===== config.mk =====
export PLATFORM = sky130hd
export DESIGN_NAME = dice_roller_multi
export DESIGN_NICKNAME = d
export VERILOG_FILES = /design/src/rtl/dice_roller_multi.sv
export SDC_FILE = /design/constraint.sdc
export NUM_CORES = 1
export LEC_CHECK = 0
export ABC_CLOCK_PERIOD_IN_PS = 3500
export CAP_MARGIN = 20
export CORE_MARGIN = 1
export CORE_UTILIZATION = 56
export CTS_CLUSTER_SIZE = 10
export DETAILED_ROUTE_END_ITERATION = 6
export PLACE_DENSITY_LB_ADDON = 0.12
export SLEW_MARGIN = 40
export SYNTH_ARGS = -nofsm -noshare
export SYNTH_HDL_FRONTEND = slang
export SYNTH_SLANG_ARGS = --single-unit

===== constraint.sdc =====
create_clock -name clk -period 3.5 [get_ports clk]
set_clock_uncertainty 0.1 [all_clocks]
set_input_delay 0.875 -clock clk [delete_from_list [all_inputs] [get_ports clk]]
set_output_delay 0.875 -clock clk [all_outputs]
set_load 0.1 [all_outputs]

===== src/rtl/dice_roller_multi.sv =====
// Multi-die BCD roller with exponential spin-down and a scanned seven-segment display.
// The die is chosen when a roll starts. The value counts down in BCD while roll is held.
// After release the value takes SETTLE_STEPS more steps, spaced 1, 2, 4, ... clocks apart.
// It then freezes and done pulses for one cycle.
// The display scans one digit per 2^SCAN_DIV clocks and blanks leading zeros.
module dice_roller_multi #(
    parameter int DIGITS           = 3,
    parameter int SETTLE_STEPS     = 4,
    parameter int SCAN_DIV         = 4,
    parameter int BLANK_WHILE_ROLL = 1
) (
    input  logic                  clk,
    input  logic                  rst,
    input  logic                  roll,
    input  logic [2:0]            sel,
    input  logic [4*DIGITS-1:0]   custom_max,
    input  logic                  seg_inv,
    input  logic                  dig_inv,
    output logic [4*DIGITS-1:0]   value,
    output logic                  busy,
    output logic                  done,
    output logic [6:0]            seg,
    output logic [DIGITS-1:0]     dig
);

    localparam int VW  = 4 * DIGITS;
    localparam int SLW = $clog2(DIGITS);
    localparam logic [VW-1:0]       BCD_ONE   = VW'(4'd1);
    localparam logic [3:0]          LAST_K    = 4'(SETTLE_STEPS - 1);
    localparam logic [SLW-1:0]      LAST_SLOT = SLW'(DIGITS - 1);
    localparam logic [SCAN_DIV-1:0] SCAN_WRAP = {SCAN_DIV{1'b1}};

    typedef enum logic [1:0] {
        ST_IDLE    = 2'd0,
        ST_ROLLING = 2'd1,
        ST_SETTLE  = 2'd2,
        ST_SHOW    = 2'd3
    } state_t;

    state_t              state_r;
    logic [VW-1:0]       value_r;
    logic [VW-1:0]       max_r;
    logic                busy_r;
    logic                done_r;
    logic [3:0]          k_r;
    logic [7:0]          timer_r;
    logic [SCAN_DIV-1:0] scan_timer_r;
    logic [SLW-1:0]      slot_r;
    logic [6:0]          seg_r;
    logic [DIGITS-1:0]   dig_r;

    logic [VW-1:0]       max_sel_s;
    logic [VW-1:0]       value_step_s;
    logic [7:0]          settle_limit_s;
    logic [15:0]         value_pad_s;
    logic [3:0]          cur_digit_s;
    logic                zero_run_s;
    logic [DIGITS-1:0]   lead_zero_s;
    logic [DIGITS-1:0]   dig_next_s;

    // BCD decrement by one, borrowing across digits (e.g. 100 -> 099).
    function automatic logic [VW-1:0] bcd_dec(input logic [VW-1:0] v);
        logic [VW-1:0] r;
        logic          borrow;
        r      = v;
        borrow = 1'b1;
        for (int i = 0; i < DIGITS; i++) begin
            if (borrow) begin
                if (v[4*i +: 4] == 4'd0) begin
                    r[4*i +: 4] = 4'd9;
                end else begin
                    r[4*i +: 4] = v[4*i +: 4] - 4'd1;
                    borrow      = 1'b0;
                end
            end else begin
                r[4*i +: 4] = v[4*i +: 4];
            end
        end
        return r;
    endfunction

    // A custom maximum is usable only if it is non-zero and every digit is 0..9.
    function automatic logic custom_ok(input logic [VW-1:0] v);
        logic ok;
        ok = (v != '0);
        for (int i = 0; i < DIGITS; i++) begin
            if (v[4*i +: 4] > 4'd9) begin
                ok = 1'b0;
            end else begin
                ok = ok;
            end
        end
        return ok;
    endfunction

    // Segment pattern (gfedcba) for one BCD digit.
    function automatic logic [6:0] seg_decode(input logic [3:0] d);
        logic [6:0] s;
        case (d)
            4'd0:    s = 7'h3F;
            4'd1:    s = 7'h06;
            4'd2:    s = 7'h5B;
            4'd3:    s = 7'h4F;
            4'd4:    s = 7'h66;
            4'd5:    s = 7'h6D;
            4'd6:    s = 7'h7D;
            4'd7:    s = 7'h07;
            4'd8:    s = 7'h7F;
            4'd9:    s = 7'h6F;
            default: s = 7'h00;
        endcase
        return s;
    endfunction

    // Die maximum selected at roll start.
    always_comb begin
        max_sel_s = BCD_ONE;
        case (sel)
            3'd0:    max_sel_s = VW'(12'h004);
            3'd1:    max_sel_s = VW'(12'h006);
            3'd2:    max_sel_s = VW'(12'h008);
            3'd3:    max_sel_s = VW'(12'h010);
            3'd4:    max_sel_s = VW'(12'h012);
            3'd5:    max_sel_s = VW'(12'h020);
            3'd6:    max_sel_s = VW'(12'h100);
            3'd7: begin
                if (custom_ok(custom_max)) begin
                    max_sel_s = custom_max;
                end else begin
                    max_sel_s = BCD_ONE;
                end
            end
            default: max_sel_s = BCD_ONE;
        endcase
    end

    // Next value for one step: wrap from 1 back to the latched maximum, else decrement.
    always_comb begin
        value_step_s   = bcd_dec(value_r);
        settle_limit_s = (8'd1 << k_r) - 8'd1;
        if (value_r == BCD_ONE) begin
            value_step_s = max_r;
        end else begin
            value_step_s = bcd_dec(value_r);
        end
    end

    // Roll control FSM with registered value, busy and done.
    always_ff @(posedge clk) begin
        if (rst) begin
            state_r <= ST_IDLE;
            value_r <= BCD_ONE;
            max_r   <= BCD_ONE;
            busy_r  <= 1'b0;
            done_r  <= 1'b0;
            k_r     <= 4'd0;
            timer_r <= 8'd0;
        end else begin
            done_r <= 1'b0;
            case (state_r)
                ST_IDLE, ST_SHOW: begin
                    if (roll) begin
                        max_r   <= max_sel_s;
                        value_r <= max_sel_s;
                        state_r <= ST_ROLLING;
                        busy_r  <= 1'b1;
                    end else begin
                        busy_r  <= 1'b0;
                    end
                end
                ST_ROLLING: begin
                    if (roll) begin
                        value_r <= value_step_s;
                    end else begin
                        state_r <= ST_SETTLE;
                        k_r     <= 4'd0;
                        timer_r <= 8'd0;
                    end
                end
                ST_SETTLE: begin
                    if (roll) begin
                        state_r <= ST_ROLLING;
                    end else if (timer_r == settle_limit_s) begin
                        value_r <= value_step_s;
                        timer_r <= 8'd0;
                        k_r     <= k_r + 4'd1;
                        if (k_r == LAST_K) begin
                            state_r <= ST_SHOW;
                            busy_r  <= 1'b0;
                            done_r  <= 1'b1;
                        end
                    end else begin
                        timer_r <= timer_r + 8'd1;
                    end
                end
                default: begin
                    state_r <= ST_IDLE;
                    busy_r  <= 1'b0;
                end
            endcase
        end
    end

    // Digit under the scan slot, plus the leading-zero map (digit 0 is never blanked).
    always_comb begin
        value_pad_s = 16'(value_r);
        cur_digit_s = value_pad_s[{slot_r, 2'b00} +: 4];
        zero_run_s  = 1'b1;
        lead_zero_s = '0;
        for (int i = DIGITS - 1; i >= 1; i--) begin
            zero_run_s     = zero_run_s & (value_r[4*i +: 4] == 4'd0);
            lead_zero_s[i] = zero_run_s;
        end
    end

    // Digit enable for the current slot, dark while busy when blanking is enabled.
    always_comb begin
        dig_next_s = '0;
        if ((BLANK_WHILE_ROLL != 0) && busy_r) begin
            dig_next_s = '0;
        end else begin
            for (int i = 0; i < DIGITS; i++) begin
                dig_next_s[i] = (slot_r == SLW'(i)) && !lead_zero_s[i];
            end
        end
    end

    // Scan timer, slot rotation and registered display drive.
    always_ff @(posedge clk) begin
        if (rst) begin
            scan_timer_r <= '0;
            slot_r       <= '0;
            seg_r        <= 7'h00;
            dig_r        <= '0;
        end else begin
            scan_timer_r <= scan_timer_r + 1'b1;
            if (scan_timer_r == SCAN_WRAP) begin
                slot_r <= (slot_r == LAST_SLOT) ? '0 : slot_r + 1'b1;
            end
            seg_r <= seg_decode(cur_digit_s);
            dig_r <= dig_next_s;
        end
    end

    assign value = value_r;
    assign busy  = busy_r;
    assign done  = done_r;
    assign seg   = seg_r ^ {7{seg_inv}};
    assign dig   = dig_r ^ {DIGITS{dig_inv}};

endmodule


==> summary.md, run 1 <==
| Metric | Value |
|---|---|
| Outcome | `complete, no violations` |
| Critical Path AT | `3.14 ns` |
| Yosys cell types | `62` |
| Relative slew slack | `0.539` |
| Worst r2r src | `k_r[0]` |
| Reg-to-Reg End | `state_r[1]` |
| Hold path depth | `1` |
| GRT overflow | `0` |
| Max Freq | `330 MHz` |
| Detailed-route via count | `3,379` |
| Design Power | `3.33 mW` |
| CP max FO | `7` |
| Filler cell count in the final layout | `552` |
| Setup CP Type | `flop to flop` |
| Post-synthesis mux area share | `0.0529` |
| Avg Inst Size Synth | `7.84 um2` |
| HPWL Detailed | `6.15 mm` |
| H-tree depth | `2` |
| Netlist Area Pre-Place | `3660 um2` |
| Fraction of layout cells with a size suffix above 1 | `0.102` |
| Post_cts resized | `0` |
| Clk pin slew, worst setup/hold paths | `0.10 ns` |
| Final Cycle Share | `0.867` |
| First-pass GRT wire length | `14.2 mm` |
| XOR/XNOR Fraction of Synth Area | `0.0642` |
| Worst Hold End | `scan_timer_r[0]` |
| Worst setup SP type | `flop` |
| Worst-Margin Slew | `0.685 ns` |
| Largest net degree at the start of global routing | `50` |
| Core area | `6350 um2` |
| Post-CTS Setup Bufs | `0` |
| Die area | `6870 um2` |
| Synth Flop Type | `dfxtp_1` |
| Antenna violations before repair | `0` |
| Gr busiest metal | `met2` |
| Power per cell area | `785 nW/um2` |
| Simple-Gate Fraction of Synth Area | `0.247` |
| Post-Syn Instances | `467` |
| Initial DRT Pass Iterations | `4` |
| Standard-cell rows | `29` |
| Max Slew Vio Count | `0` |
| Register area share after synthesis | `0.306` |
| Root buf cell | `clkbuf_8` |
| Final ANT Viol Nets | `0` |
| Setup repair after global routing missed its margin | `false` |
| Maximum vdd drop | `0.795 mV` |
| Syn nets | `505` |
| Setup-failing EPs final | `0` |
| ANT cells | `0` |
| Buffers on Ports | `43` |
| Met2 Use GR | `0.408` |
| Final nets | `525` |
| I/O pin total | `44` |
| Maxcap violations | `0` |
| Worst path required time | `3.61 ns` |
| Routability cong. | `0.812` |
| All-layer global routing usage | `0.247` |
| Ys Warns | `0` |
| Final Cell Area | `4240 um2` |
| Compound-Gate Fraction of Synth Area | `0.212` |
| Fin worst setup slack | `0.465 ns` |
| R2R cell count | `9` |
| DP Area | `4150 um2` |
| P_leak | `1.66 nW` |
| Wirelength per Cell | `15.0 um` |
| Avg Vias per Cell | `5.98` |
| Vias in the first global route | `3,021` |
| Hold_buf cts | `0` |
| CTS Buf Count | `5` |
| Die W | `82.9 um` |
| DIE HEIGHT | `82.9 um` |
| # DRC | `0` |
| Storage element area | `1120 um2` |
| Seq cells post-synth | `56` |
| Post-Place Worst Slack | `0.463 ns` |
| Routing usage on met1 | `0.334` |
| Placed cells | `557` |
| Worst Hold Launch | `scan_timer_r[0]` |
| Largest family of logic cells by synthesized area | `simple AND/OR/NAND/NOR gates` |
| Area of the multi-input gates | `2340 um2` |
| Worst hold path class | `flop to flop` |
| Worst R2R Setup Slack | `0.47 ns` |
| Area Growth Syn to Fin | `15.8%` |
| Drt total wl | `8.47 mm` |
| CTS sink cnt | `56` |
| Number of flops mapped to enable cells by yosys | `0` |
| Post-Layout Cell Count | `565` |
| Layout Utilization | `0.668` |
| Hold violation count in the final report | `0` |
| Critical Path Start | `k_r[0]` |
| Critical Path Sink Type | `flop` |
| Crit path time final | `3.03 ns` |
| Synth async-reset ratio | `0` |
| Adder-Cell Fraction of Synth Area | `0.0615` |
| Clock tree buffer depth | `2` |
| Met3 Usage GRT | `0.0348` |
| Latest clock arrival within the worst-skew pair | `0.32 ns` |
| Initial Utilization | `0.577` |
| Initial DRC count | `144` |
| CTS tree | `built` |
## cell usage in the layout, fill, tap and decap left out, types with 4 or more instances in the layout
cell and instances:
a211o_1 7, o2111ai_1 5, a21oi_1 41, clkdlybuf4s50_1 19, nor2b_1 6, clkbuf_8 5
xnor2_1 10, nand3b_1 4, xor2_1 15, inv_1 18, nand3_1 27, a211oi_1 5
nand2b_1 4, nor2_1 45, or3_1 4, ha_1 18, a41oi_1 4, nor3_1 16
o31ai_1 4, and3_1 8, buf_12 10, mux2i_1 16, a31oi_1 7, buf_4 18
nand2_1 39, nor4_1 9, o21ai_0 16, o21ai_1 5, dfxtp_1 56
## flip-flops by register name, indices dropped and copies added, names as in the netlist
signal,cells
dig_r,3
slot_r,2
done,1
scan_timer_r,4
state_r,2
seg_r,7
k_r,4
max_r,12
value,12
busy,1
timer_r,8
## power breakdown
| part | leakage (nW) | switching [mW] | internal [mW] | total [mW] |
|---|---|---|---|---|
| Clock | 0.0452 | 0.222 | 0.146 | 0.369 |
| Sequential | 0.457 | 0.180 | 0.747 | 0.927 |
| Combinational | 1.16 | 1.39 | 0.648 | 2.03 |
## worst max-delay path, stage by stage, from the launching register on
cell	delay [ns]
dfxtp_1	0.44
inv_1	0.11
ha_1	0.24
buf_4	0.17
nor4_1	0.34
mux2i_1	0.34
xor2_1	0.32
nor2_1	0.18
a31oi_1	0.33
mux2_1	0.36
## cells in the mapped netlist, types with 2 or more instances
cell type | instances | share of area
clkbuf_1 | 26 | 0.027
o2111ai_1 | 5 | 0.012
nor3_1 | 16 | 0.022
a41oi_1 | 4 | 0.0096
a31oi_1 | 7 | 0.012
nand2_1 | 39 | 0.040
dfxtp_1 | 56 | 0.31
nand3_1 | 27 | 0.037
or2_2 | 2 | 0.0034
o21a_1 | 3 | 0.0061
o21ai_0 | 16 | 0.022
xor2_1 | 15 | 0.036
nand2b_1 | 4 | 0.0068
and3_1 | 8 | 0.014
or3_1 | 4 | 0.0068
a211oi_1 | 5 | 0.010
o21bai_1 | 2 | 0.0041
ha_1 | 18 | 0.061
inv_1 | 18 | 0.018
xnor2_1 | 10 | 0.024
and2_1 | 2 | 0.0034
buf_1 | 4 | 0.0041
nor4_1 | 9 | 0.015
nand4_1 | 3 | 0.0051
o21ai_1 | 5 | 0.0068
mux2i_1 | 16 | 0.044
mux2_1 | 3 | 0.0092
o31ai_1 | 4 | 0.0082
nor2b_1 | 6 | 0.010
nor2_1 | 45 | 0.046
a21oi_1 | 41 | 0.056
buf_2 | 3 | 0.0041
nand3b_1 | 4 | 0.0082
a211o_1 | 7 | 0.017
o211ai_1 | 2 | 0.0041
a221o_1 | 2 | 0.0055
## cell families (layout without fill, tap and decap cells)
logic type      Yosys count  after routing
xor+xnor                 26             26
fa+ha+maj                18             18
compound gates          118            118
mux                      19             19
buf+inv                  52             73
simple gates            178            178
flops                    56             56
## routing by layer
layer | wire length [um] | share of wire | vias to the layer above
met5 | 0 | 0 | -
li1 | - | - | 1717
met4 | 70 | 0.0083 | 0
met3 | 484 | 0.057 | 9
met1 | 3870 | 0.46 | 1551
met2 | 4040 | 0.48 | 102
## worst max path at each step
stage          cells past startpoint          to  slack (ns)
2_1_floorplan                      2      seg[0]       -0.14
3_3_place_gp                       3      seg[3]        0.48
3_5_place_dp                       3      seg[3]        0.46
4_1_cts                            3      seg[2]        0.46
5_1_grt                            9  timer_r[6]        0.25
6_report                           9  state_r[1]        0.47
## through the flow
stage	hold WS (ns)	setup TNS [ns]
floorplan	0.318	-0.948
global placement	0.328	0
CTS	0.359	0
finish	0.360	0
detailed placement	0.336	0
global route	0.384	0
## area by class of cell
cell class | count | area share
clock inverter | 3 | 0.00590
sequential | 56 | 0.264
clock buffer | 5 | 0.0162
tap | 77 | 0.0227
multi-input combinational | 359 | 0.551
inverter | 18 | 0.0159
timing repair buffer | 47 | 0.124
No activity file was read; power rests on OpenSTA's default activity.
==> run 2, diff against run 1 <==
CORE_MARGIN = 5   (was 1)
CTS_BUF_LIST = sky130_fd_sc_hd__clkbuf_8 sky130_fd_sc_hd__clkbuf_16   (was not set)
==> summary.md, run 2 (synthesis results as in run 1) <==
| Metric | Value |
|---|---|
| CTS sink cnt | `56 (unchanged)` |
| Final Cell Area | `4240 um2 (-0.18%)` |
| Area Growth Syn to Fin | `15.6%` |
| HPWL Detailed | `6.34 mm (+3.0%)` |
| Standard-cell rows | `29 (unchanged)` |
| Die area | `8260 um2 (+20%)` |
| DIE HEIGHT | `90.9 um (+9.7%)` |
| Wirelength per Cell | `15.4 um (+2.5%)` |
| Crit path cell chain | `clkdlybuf4s50_1 -> xor2_1 -> buf_12` |
| Max Slew Vio Count | `0 (unchanged)` |
| CTS Buf Count | `5 (unchanged)` |
| Hold_buf cts | `0 (unchanged)` |
| Worst r2r src | `k_r[1]` |
| Met3 Usage GRT | `0.0258 (-0.00896)` |
| DP Area | `4140 um2 (-0.18%)` |
| Routability cong. | `0.922 (+14%)` |
| Setup CP Type | `input pin to output pin` |
| Worst Hold Launch | `scan_timer_r[0]` |
| Root buf cell | `clkbuf_8` |
| Slowest stage cell, crit path | `clkdlybuf4s50_1` |
| Post-Place Worst Slack | `0.436 ns (-0.0272 ns)` |
| Die W | `90.9 um (+9.7%)` |
| Fraction of layout cells with a size suffix above 1 | `0.101 (-0.00184)` |
| Worst hold path class | `flop to flop` |
| Design Power | `3.32 mW (-0.24%)` |
| ANT cells | `0 (unchanged)` |
| Detailed-route via count | `3,395 (+0.47%)` |
| Latest clock arrival within the worst-skew pair | `0.32 ns (about the same)` |
| Fin worst setup slack | `0.454 ns (-0.0112 ns)` |
| Worst setup SP type | `input pin` |
| Placed cells | `556 (-0.18%)` |
| Core area | `6350 um2 (unchanged)` |
| Outcome | `complete, no violations` |
| Clock tree buffer depth | `2 (unchanged)` |
| Avg Vias per Cell | `6.02 (+0.65%)` |
| Initial DRT Pass Iterations | `4 (unchanged)` |
| Final Cycle Share | `0.870 (+0.00320)` |
| Critical Path Start | `seg_inv` |
| Power per cell area | `784 nW/um2 (about the same)` |
| I/O pin total | `44 (unchanged)` |
| Maxcap violations | `0 (unchanged)` |
| CP max FO | `7 (unchanged)` |
| Initial Utilization | `0.577 (unchanged)` |
| Initial DRC count | `241 (+67%)` |
| Critical path's largest stage delay | `0.68 ns (+0.24 ns)` |
| Post-CTS Setup Bufs | `0 (unchanged)` |
| Clk pin slew, worst setup/hold paths | `0.10 ns (about the same)` |
| Worst-Margin Slew | `0.694 ns (+0.00880 ns)` |
| First-pass GRT wire length | `14.9 mm (+4.9%)` |
| Critical Path Sink Type | `output pin` |
| Antenna violations before repair | `0 (unchanged)` |
| Drt total wl | `8.66 mm (+2.3%)` |
| Relative slew slack | `0.537 (-0.00217)` |
| GRT overflow | `0 (unchanged)` |
| Critical Path AT | `2.07 ns (-1.07 ns)` |
| P_leak | `1.66 nW (-0.26%)` |
| Buffers on Ports | `43 (unchanged)` |
| Max Freq | `328 MHz (-0.37%)` |
| Post_cts resized | `0 (unchanged)` |
| Post-Layout Cell Count | `564 (-0.18%)` |
| CTS tree | `built` |
| H-tree depth | `2 (unchanged)` |
| Hold path depth | `1 (unchanged)` |
| Final ANT Viol Nets | `0 (unchanged)` |
| Maximum vdd drop | `0.785 mV (-1.2%)` |
| Most common cell after layout, fill and taps aside | `dfxtp_1` |
| All-layer global routing usage | `0.210 (-0.0366)` |
| Setup repair after global routing missed its margin | `false` |
| Final nets | `524 (-0.19%)` |
| Setup-failing EPs final | `0 (unchanged)` |
| Crit path time final | `3.05 ns (+0.0112 ns)` |
| Worst path required time | `2.52 ns (-1.09 ns)` |
| Gr busiest metal | `met2` |
| R2R cell count | `10 (+1)` |
| Vias in the first global route | `3,154 (+4.4%)` |
| Largest net degree at the start of global routing | `50 (unchanged)` |
| # DRC | `0 (unchanged)` |
| Met2 Use GR | `0.352 (-0.0553)` |
| Most frequent cells in the layout | `56 x dfxtp_1, 45 x nor2_1, 41 x a21oi_1, 39 x nand2_1, 27 x nand3_1` |
| Routing usage on met1 | `0.288 (-0.0460)` |
| Hold violation count in the final report | `0 (unchanged)` |
## run 2: changes by cell type in the layout (fill, tap and decap cells not counted), sizes merged
cell	before	now
buf	28	27
## run 2: metrics by stage
step	hold WS, ns	utilization	setup TNS (ns)
floorplan	0.318	-	-0.948
global placement	0.329	0.652	0
detailed placement	0.341	0.652	0
CTS	0.356	0.667	0
global route	0.387	0.667	0
finish	0.354	0.667	0
## run 2: worst paths after layout
check | end | slack [ns]
setup / recovery | seg[3] | 0.45
hold / removal | scan_timer_r[0] | 0.35
setup reg to reg | busy | 0.46
hold reg to reg | scan_timer_r[0] | 0.35
## run 2: critical path, delay by kind of cell
family | cells | cell delay, ns
xor+xnor | 1 | 0.29
buf+inv | 2 | 0.89
## run 2: power by group
| group | switching, mW | internal, mW |
|---|---|---|
| Sequential | 0.171 | 0.747 |
| Clock | 0.223 | 0.146 |
| Combinational | 1.39 | 0.645 |
| Total | 1.78 | 1.54 |
## run 2: final cells by class
class	count	area [um2]
flip-flops and latches	56	1120
clock buffers	5	68.8
clock inverters	3	25.0
inverters	18	67.6
well taps	77	96.3
multi-input cells	359	2340
fillers	564	2110
repair buffers	46	518
## run 2: routing by layer
layer / vias up / routed length [um]
met1: 1588 / 4020
met5: - / 0
met2: 88 / 4170
li1: 1713 / -
met3: 6 / 390
met4: 0 / 81
==> run 3, diff against run 2 <==
REMOVE_ABC_BUFFERS = 1   (was not set)
==> summary.md, run 3 (synthesis results as in run 1) <==
| Metric | Value |
|---|---|
| Clk pin slew, worst setup/hold paths | `0.11 ns (about the same)` |
| ANT cells | `0 (unchanged)` |
| Hold violation count in the final report | `0 (unchanged)` |
| Critical Path AT | `3.24 ns (+1.17 ns)` |
| Wirelength per Cell | `15.6 um (+1.8%)` |
| Most common cell after layout, fill and taps aside | `dfxtp_1` |
| Drt total wl | `8.85 mm (+2.2%)` |
| Largest net degree at the start of global routing | `50 (unchanged)` |
| Crit path time final | `3.09 ns (+0.0428 ns)` |
| Most frequent cells in the layout | `56 x dfxtp_1, 45 x nor2_1, 41 x a21oi_1, 39 x nand2_1, 27 x nand3_1` |
| Setup repair after global routing missed its margin | `false` |
| Area Growth Syn to Fin | `15.9%` |
| Root buf cell | `clkbuf_8` |
| CTS Buf Count | `5 (unchanged)` |
| P_leak | `1.67 nW (+0.57%)` |
| DIE HEIGHT | `90.9 um (unchanged)` |
| Routability cong. | `0.892 (-3.2%)` |
| DP Area | `4150 um2 (+0.36%)` |
| Worst path required time | `3.65 ns (+1.13 ns)` |
| Die W | `90.9 um (unchanged)` |
| Post-CTS Setup Bufs | `0 (unchanged)` |
| Detailed-route via count | `3,444 (+1.4%)` |
| Vias in the first global route | `3,168 (+0.44%)` |
| H-tree depth | `2 (unchanged)` |
| R2R cell count | `10 (unchanged)` |
| Initial DRT Pass Iterations | `5 (+1)` |
| Slowest stage cell, crit path | `o41ai_2` |
| Fraction of layout cells with a size suffix above 1 | `0.104 (+0.00368)` |
| Worst hold path class | `flop to flop` |
| Outcome | `complete, no violations` |
| Latest clock arrival within the worst-skew pair | `0.32 ns (about the same)` |
| Maximum vdd drop | `0.843 mV (+7.4%)` |
| HPWL Detailed | `6.26 mm (-1.1%)` |
| Buffers on Ports | `43 (unchanged)` |
| CP max FO | `6 (-1)` |
| Avg Vias per Cell | `6.08 (+1.1%)` |
| Final nets | `526 (+0.38%)` |
| Crit path cell chain | `inv_1 -> ha_1 -> nand2_1 -> ha_1 -> xnor2_1 -> xnor2_2 -> nand4b_2 -> o41ai_2 -> nand3_1 -> a21oi_1` |
| Crit path top cell by count | `ha_1` |
| Antenna violations before repair | `0 (unchanged)` |
| Die area | `8260 um2 (unchanged)` |
| Initial DRC count | `214 (-11%)` |
| Setup CP Type | `flop to flop` |
| # DRC | `0 (unchanged)` |
| Post-Layout Cell Count | `566 (+0.35%)` |
| CTS tree | `built` |
| Design Power | `3.36 mW (+1.2%)` |
| Setup TNS | `0 ns (unchanged)` |
| Initial Utilization | `0.577 (unchanged)` |
| Worst-Margin Slew | `0.724 ns (+0.0308 ns)` |
| Max Freq | `324 MHz (-1.4%)` |
| Hold_buf cts | `0 (unchanged)` |
| Maxcap violations | `0 (unchanged)` |
| Final ANT Viol Nets | `0 (unchanged)` |
| I/O pin total | `44 (unchanged)` |
| Final Cycle Share | `0.882 (+0.0122)` |
| Clock tree buffer depth | `2 (unchanged)` |
| Power per cell area | `791 nW/um2 (+0.89%)` |
| Hold path depth | `2 (+1)` |
| Placed cells | `558 (+0.36%)` |
| Post_cts resized | `0 (unchanged)` |
| First-pass GRT wire length | `14.6 mm (-2.0%)` |
| Setup-failing EPs final | `0 (unchanged)` |
| GRT overflow | `0 (unchanged)` |
| Standard-cell rows | `29 (unchanged)` |
| Worst setup SP type | `flop` |
| Max Slew Vio Count | `0 (unchanged)` |
| Relative slew slack | `0.516 (-0.0206)` |
| All-layer global routing usage | `0.208 (-0.00197)` |
| Critical Path Sink Type | `flop` |
| Core area | `6350 um2 (unchanged)` |
| Critical path's largest stage delay | `0.64 ns (-0.04 ns)` |
| CTS sink cnt | `56 (unchanged)` |
| Final Cell Area | `4250 um2 (+0.27%)` |
-- run 3: cell count changes in the layout (fill, tap and decap cells not counted) --
cell / before / now
inv_6: 2 / 1
buf_4: 17 / 19
clkinv_2: 0 / 1
-- run 3: critical path: cells and delay by family, from the launching register on --
kind / cells / cell delay, ns
flip-flops: 1 / 0.37
buffers and inverters: 1 / 0.13
XOR/XNOR: 2 / 0.40
AND/OR/NAND/NOR: 3 / 0.62
AO/OA/AOI/OAI: 2 / 0.88
adder cells (fa/ha/maj): 2 / 0.52
-- run 3: path summary, 6_finish.rpt --
path,start,to,slack (ns)
worst min-delay path,max_r[7],max_r[7],0.36
worst max-delay path,k_r[1],value[8],0.41
worst max register to register,k_r[1],value[8],0.41
worst min register to register,max_r[7],max_r[7],0.36
-- run 3: final cells by class --
type	instances	area (um2)
multi-input combinational	359	2340
tap	77	96.3
inverter	18	67.6
clock buffer	5	68.8
timing repair buffer	48	533
clock inverter	3	21.3
sequential	56	1120
fill	545	2100
-- run 3: through the flow --
step                setup WS [ns]  hold slack, ns  utilization
finish                      0.412           0.363        0.669
global route                0.268           0.373        0.669
CTS                         0.425           0.360        0.668
detailed placement          0.429           0.345        0.654
global placement            0.478           0.334        0.654
floorplan                   0.220           0.315            -
-- run 3: layer usage --
metal,routed length [um],up-vias,GRT usage
li1,-,1715,-
met1,4010,1601,0.267
met2,4220,119,0.371
met3,529,9,0.0233
met4,89,0,0.0501
met5,0,-,0
-- run 3: power breakdown --
group / internal, mW / leakage (nW) / switching [mW]
combinational: 0.660 / 1.17 / 1.41
clock: 0.143 / 0.0445 / 0.231
sequential: 0.748 / 0.457 / 0.170
total: 1.55 / 1.67 / 1.81
